File: src/rtl/e161_trace_checker_pkg.sv
// Shared types, output codes and the clean e161 next-state/output table.
// The resync decode is used only when E161_TRACE_RESYNC_EN is defined.
package e161_pkg;

  typedef enum logic [3:0] {
    S1  = 4'd1,
    S2  = 4'd2,
    S3  = 4'd3,
    S4  = 4'd4,
    S5  = 4'd5,
    S6  = 4'd6,
    S7  = 4'd7,
    S8  = 4'd8,
    S9  = 4'd9,
    S10 = 4'd10,
    S11 = 4'd11
  } e161_state_t;

  // yi lives at bit i-1
  function automatic logic [16:0] ybit(input int unsigned i);
    return 17'd1 << (i - 1);
  endfunction

  localparam logic [16:0] CODE_NONE = '0;
  localparam logic [16:0] CODE_A = ybit(7) | ybit(9) | ybit(15);
  localparam logic [16:0] CODE_B = ybit(1) | ybit(8) | ybit(9);
  localparam logic [16:0] CODE_C = ybit(1) | ybit(2) | ybit(3);
  localparam logic [16:0] CODE_D = ybit(10) | ybit(11);
  localparam logic [16:0] CODE_E = ybit(2) | ybit(10);
  localparam logic [16:0] CODE_F = ybit(5);
  localparam logic [16:0] CODE_G = ybit(4);
  localparam logic [16:0] CODE_H = ybit(16);
  localparam logic [16:0] CODE_I = ybit(6);
  localparam logic [16:0] CODE_J = ybit(1) | ybit(9) | ybit(14) | ybit(15);
  localparam logic [16:0] CODE_K = ybit(13);
  localparam logic [16:0] CODE_L = ybit(8) | ybit(9) | ybit(17);
  localparam logic [16:0] CODE_M = ybit(1);
  localparam logic [16:0] CODE_N = ybit(12);

  typedef struct packed {
    logic [16:0] code;
    e161_state_t next;
  } e161_step_t;

  typedef struct packed {
    logic        hit;
    e161_state_t state;
  } e161_resync_t;

  function automatic e161_step_t e161_next(input e161_state_t state, input logic [15:0] x);
    logic [16:1] xv;
    e161_step_t  r;
    xv = x;
    r  = '{CODE_NONE, S1};
    case (state)
      S1: begin
        if (xv[7] && xv[9] && xv[5] && xv[3] && xv[6]) r = '{CODE_A, S2};
        else if (xv[7] && xv[9] && xv[5])              r = '{CODE_B, S3};
        else if (xv[7] && xv[9])                       r = '{CODE_C, S4};
        else if (xv[7])                                r = '{CODE_D, S5};
        else if (xv[1] && xv[15] && xv[5])             r = '{CODE_E, S6};
        else if (xv[1] && xv[15])                      r = '{CODE_B, S3};
        else if (xv[1])                                r = '{CODE_C, S4};
        else if (xv[8])                                r = '{CODE_C, S4};
        else if (xv[2])                                r = '{CODE_F, S7};
        else                                           r = '{CODE_G, S7};
      end
      S2: r = xv[12] ? '{CODE_H, S8} : '{CODE_NONE, S2};
      S3: begin
        if (xv[13]) begin
          if (xv[6] && xv[10] && xv[16]) r = '{CODE_I, S9};
          else if (xv[6] && xv[10])      r = '{CODE_F, S7};
          else if (xv[6])                r = '{CODE_NONE, S3};
          else                           r = '{CODE_NONE, S1};
        end else begin
          if (xv[15] && xv[4] && xv[10]) r = '{CODE_D, S5};
          else if (xv[15] && xv[4])      r = '{CODE_F, S7};
          else if (xv[15])               r = '{CODE_NONE, S3};
          else                           r = '{CODE_NONE, S1};
        end
      end
      S4: r = (xv[12] && !xv[14]) ? '{CODE_F, S7} : '{CODE_G, S7};
      S5: begin
        if (xv[7] && xv[11])      r = '{CODE_C, S4};
        else if (xv[7] && xv[2])  r = '{CODE_F, S7};
        else if (xv[7])           r = '{CODE_G, S7};
        else if (xv[1] && xv[16]) r = '{CODE_J, S2};
        else if (xv[1])           r = '{CODE_K, S9};
        else                      r = '{CODE_NONE, S5};
      end
      S6: begin
        if (xv[1] && xv[16]) r = '{CODE_J, S2};
        else if (xv[1])      r = '{CODE_K, S9};
        else                 r = '{CODE_NONE, S6};
      end
      S7: begin
        if (xv[10]) begin
          if (xv[7] && xv[3] && xv[6]) r = '{CODE_A, S2};
          else if (xv[7])              r = '{CODE_B, S3};
          else if (xv[9])              r = '{CODE_M, S10};
          else if (xv[1])              r = '{CODE_NONE, S1};
          else                         r = '{CODE_B, S3};
        end else begin
          if (xv[11] && xv[5]) r = '{CODE_E, S6};
          else if (xv[11])     r = '{CODE_B, S3};
          else if (xv[9])      r = '{CODE_M, S10};
          else if (xv[1])      r = '{CODE_NONE, S1};
          else                 r = '{CODE_B, S3};
        end
      end
      S8:  r = '{CODE_L, S11};
      S9:  r = '{CODE_H, S8};
      S10: r = xv[1] ? '{CODE_NONE, S1} : '{CODE_B, S3};
      S11: r = xv[4] ? '{CODE_N, S1} : '{CODE_NONE, S11};
      default: r = '{CODE_NONE, S1};
    endcase
    return r;
  endfunction

  // Every nonzero code has exactly one destination state in the table
  function automatic e161_resync_t e161_resync(input logic [16:0] y);
    e161_resync_t r;
    r = '{1'b0, S1};
    case (y)
      CODE_A, CODE_J: r = '{1'b1, S2};
      CODE_B:         r = '{1'b1, S3};
      CODE_C:         r = '{1'b1, S4};
      CODE_D:         r = '{1'b1, S5};
      CODE_E:         r = '{1'b1, S6};
      CODE_F, CODE_G: r = '{1'b1, S7};
      CODE_H:         r = '{1'b1, S8};
      CODE_I, CODE_K: r = '{1'b1, S9};
      CODE_L:         r = '{1'b1, S11};
      CODE_M:         r = '{1'b1, S10};
      CODE_N:         r = '{1'b1, S1};
      default:        r = '{1'b0, S1};
    endcase
    return r;
  endfunction

endpackage

File: src/rtl/e161_trace_checker_ref_step.sv
// Combinational evaluation of the clean e161 table for one beat.
import e161_pkg::*;

module e161_ref_step (
  input  logic [3:0]  state,
  input  logic [15:0] x,
  output logic [16:0] code,
  output logic [3:0]  next
);

  e161_step_t r;

  always_comb begin
    r = e161_next(e161_state_t'(state), x);
  end

  assign code = r.code;
  assign next = r.next;

endmodule

File: config.mk
export PLATFORM = sky130hd
export DESIGN_NAME = e161_ref_step
export DESIGN_NICKNAME = d
export VERILOG_FILES = /design/src/rtl/e161_trace_checker_pkg.sv /design/src/rtl/e161_trace_checker_ref_step.sv
export SDC_FILE = /design/constraint.sdc
export NUM_CORES = 1
export LEC_CHECK = 0
export CAP_MARGIN = 25
export CORE_UTILIZATION = 46
export DETAILED_ROUTE_END_ITERATION = 16
export PLACE_DENSITY = 0.89
export RECOVER_POWER = 25
export SYNTH_ARGS = -nofsm -noshare
export SYNTH_HDL_FRONTEND = slang
export SYNTH_SLANG_ARGS = --single-unit
File: constraint.sdc
create_clock -name vclk -period 2.45
set_clock_uncertainty 0.05 [all_clocks]
set_input_delay 0.49 -clock vclk [all_inputs]
set_output_delay 0.49 -clock vclk [all_outputs]
set_load 0.03 [all_outputs]
==> qor.csv <==
stage,metric,value,unit
cells_and_area,area_growth,88.8,%
detailed_routing,viasPerCell,7.00,
die,coreArea,2000,um^2
pwr,swShare,55.5,%
detailed_routing,drt_wl_total,5980,um
job,drv_cap,0,
cells_and_area,mostFrequentLayoutCell,buf_4,
yosys,syn-num-nets,176,
sta,min_period,2.54,ns
pwr,vdd_drop_max,0.000156,V
place,hpwlAfterDp,3130,um
pwr,clockPowerShare,0,%
min_path,hp-class,in -> out,
detailed_routing,wl_per_cell,23.9,um
cells_and_area,final_cell_mix,"buf_4, buf_6, nand2_1, nor2_1, dlygate4sd2_1",
pwr,p_int,151,uW
detailed_routing,drc,0,
place,placed_area,1590,um^2
sta,worst_pin_slew,0.419,ns
setup_path,crit_required,1.91,ns
place,dp_slack,-0.458,ns
cells_and_area,nets,248,
sta,setup_viol,7,
setup_path,worstPathArrival,2.00,ns
die,dieArea,2370,um^2
setup_path,critPathKind,in -> out,
die,die_w,48.7,um
min_path,worstHoldPathCells,4,
global_routing,grt_pass1_vias,1538,
cells_and_area,antennaDiodeCount,0,
global_routing,grt_pass1_wl,7590,um
detailed_routing,dr.pass1.iters,4,
yosys,syn-cell-area,1000,um^2
pwr,power.total,339,uW
cells_and_area,fin_area,1890,um^2
yosys,yosysSeqAreaShare,0,%
pwr,power_switching,188,uW
setup_path,start_kind,input port,
yosys,synth.avg_cell_area,6.55,um^2
global_routing,grt_antenna_before_repair,0,
place,numPortBuffers,41,
yosys,syn_inst,153,
detailed_routing,first_iter_violations,119,
global_routing,gr-total-overflow,0,
run_status,status,finished with violations,
sta,drv_slew,0,
sta,fin_crit_sh,104,%
sta,rsz0062_at_grt,true,
cells_and_area,drive_above_1_share,47.1,%
cells_and_area,clockBufferCount,0,
cells_and_area,sequential_cell_total,0,
sta,hold_viol,0,
cells_and_area,regArea,0,um^2
sta,fmax,394,MHz
die,start_util,50.1,%
global_routing,grt_max_degree,16,
yosys,ys.warnings.count,0,
pwr,seqPwrFrac,0,%
detailed_routing,ant_nets,0,
run_status,violations,setup timing,
pwr,leakage,0.812,nW
yosys,synth.distinct_cells,49,
detailed_routing,routed-via-count,1749,
setup_path,cp_max_fo,3,
sta,slew_headroom,71.9,%
pwr,cellPowerDensity,179,nW/um^2
sta,setup_slack,-0.0868,ns
global_routing,grt_util_all_layers,40.2,%
place,globalplace.congestion,1.05,
pwr,p_comb_share,100.0,%
die,fp.dieH,48.7,um
die,rows,16,
die,io_pins,41,
setup_path,endpoint_kind,primary output,
-- area by class of cell --
type / instances / area, um^2
inverter: 6 / 27.5
timing repair buffer: 84 / 736
fill: 56 / 110
multi-input combinational: 133 / 1090
tap: 27 / 33.8
-- kinds of logic (layout without fill, tap and decap cells) --
| family | count (synthesis) | after routing | synth area share (%) |
|---|---|---|---|
| compound gates | 55 | 55 | 39.6 |
| simple gates | 74 | 74 | 44.1 |
| mux | 1 | 1 | 0.999 |
| fa+ha+maj | 3 | 3 | 3.75 |
| buf+inv | 20 | 90 | 11.6 |
-- Yosys cell counts (2+ instances only) --
master,instances,area share (%)
nand2b_1,4,2.5
a21o_1,2,1.5
o21ai_0,7,3.5
nand3b_4,2,4.0
o21bai_1,3,2.2
and3_1,3,1.9
and2_1,3,1.9
buf_4,3,2.2
nor2_1,12,4.5
o22a_1,3,2.6
buf_2,6,3.0
a31oi_1,9,5.6
a22o_1,2,1.7
nand3b_1,4,3.0
o21a_1,2,1.5
buf_6,3,3.4
a21oi_1,8,4.0
inv_1,6,2.2
a41oi_1,3,2.6
nand3_1,8,4.0
clkbuf_1,2,0.75
ha_1,3,3.7
nor2b_1,7,4.4
and3b_1,3,2.6
or3_1,3,1.9
a32oi_1,2,1.7
a211oi_1,2,1.5
or2b_1,2,1.5
nand4_1,3,1.9
nand2_1,14,5.2
-- per-stage QoR --
stage | hold WS (ns) | util, % | instances | setup TNS [ns]
2_1_floorplan | 1.09 | - | 153 | 0
3_3_place_gp | 1.64 | 79.4 | 244 | -5.58
3_5_place_dp | 1.67 | 79.4 | 244 | -6.49
4_1_cts | 1.53 | 86.3 | 249 | -0.0214
5_1_grt | 1.53 | 94.5 | 250 | -0.407
6_report | 1.51 | 94.5 | 250 | -0.236
-- timing repair --
item | CTS | global route
pin swaps | 12 | 15
endpoints found under the setup margin | 20 | 16
resized for setup | 54 | 41
hold buffers | 0 | 0
buffers inserted | 5 | 1
-- worst max-delay path: stages --
cell             delay [ns]
clkdlybuf4s15_1        0.21
buf_6                  0.15
or3_1                  0.35
o22a_1                 0.23
o22a_1                 0.21
nor2_1                 0.17
buf_4                  0.19
-- power groups by stage --
stage / clock network (mW) / logic [mW] / registers [mW]
final: 0 / 0.339 / 0
after global routing: 0 / 0.346 / 0
after CTS: 0 / 0.278 / 0
after detailed placement: 0 / 0.258 / 0
after global placement: 0 / 0.251 / 0
after floorplan: 0 / 0.142 / 0
-- worst paths after layout --
check	from	to	slack, ns
setup / recovery	x[0]	code[3]	-0.09
hold / removal	x[15]	code[12]	1.51
-- layer usage --
| layer | share of wire [%] | track usage (%) | vias up |
|---|---|---|---|
| met4 | 8.3 | 9.31 | 0 |
| met2 | 44 | 70.1 | 182 |
| met5 | 0 | 0 | - |
| li1 | - | - | 720 |
| met3 | 12 | 6.29 | 57 |
| met1 | 36 | 51.2 | 790 |
(Power assumes the default switching activity.)
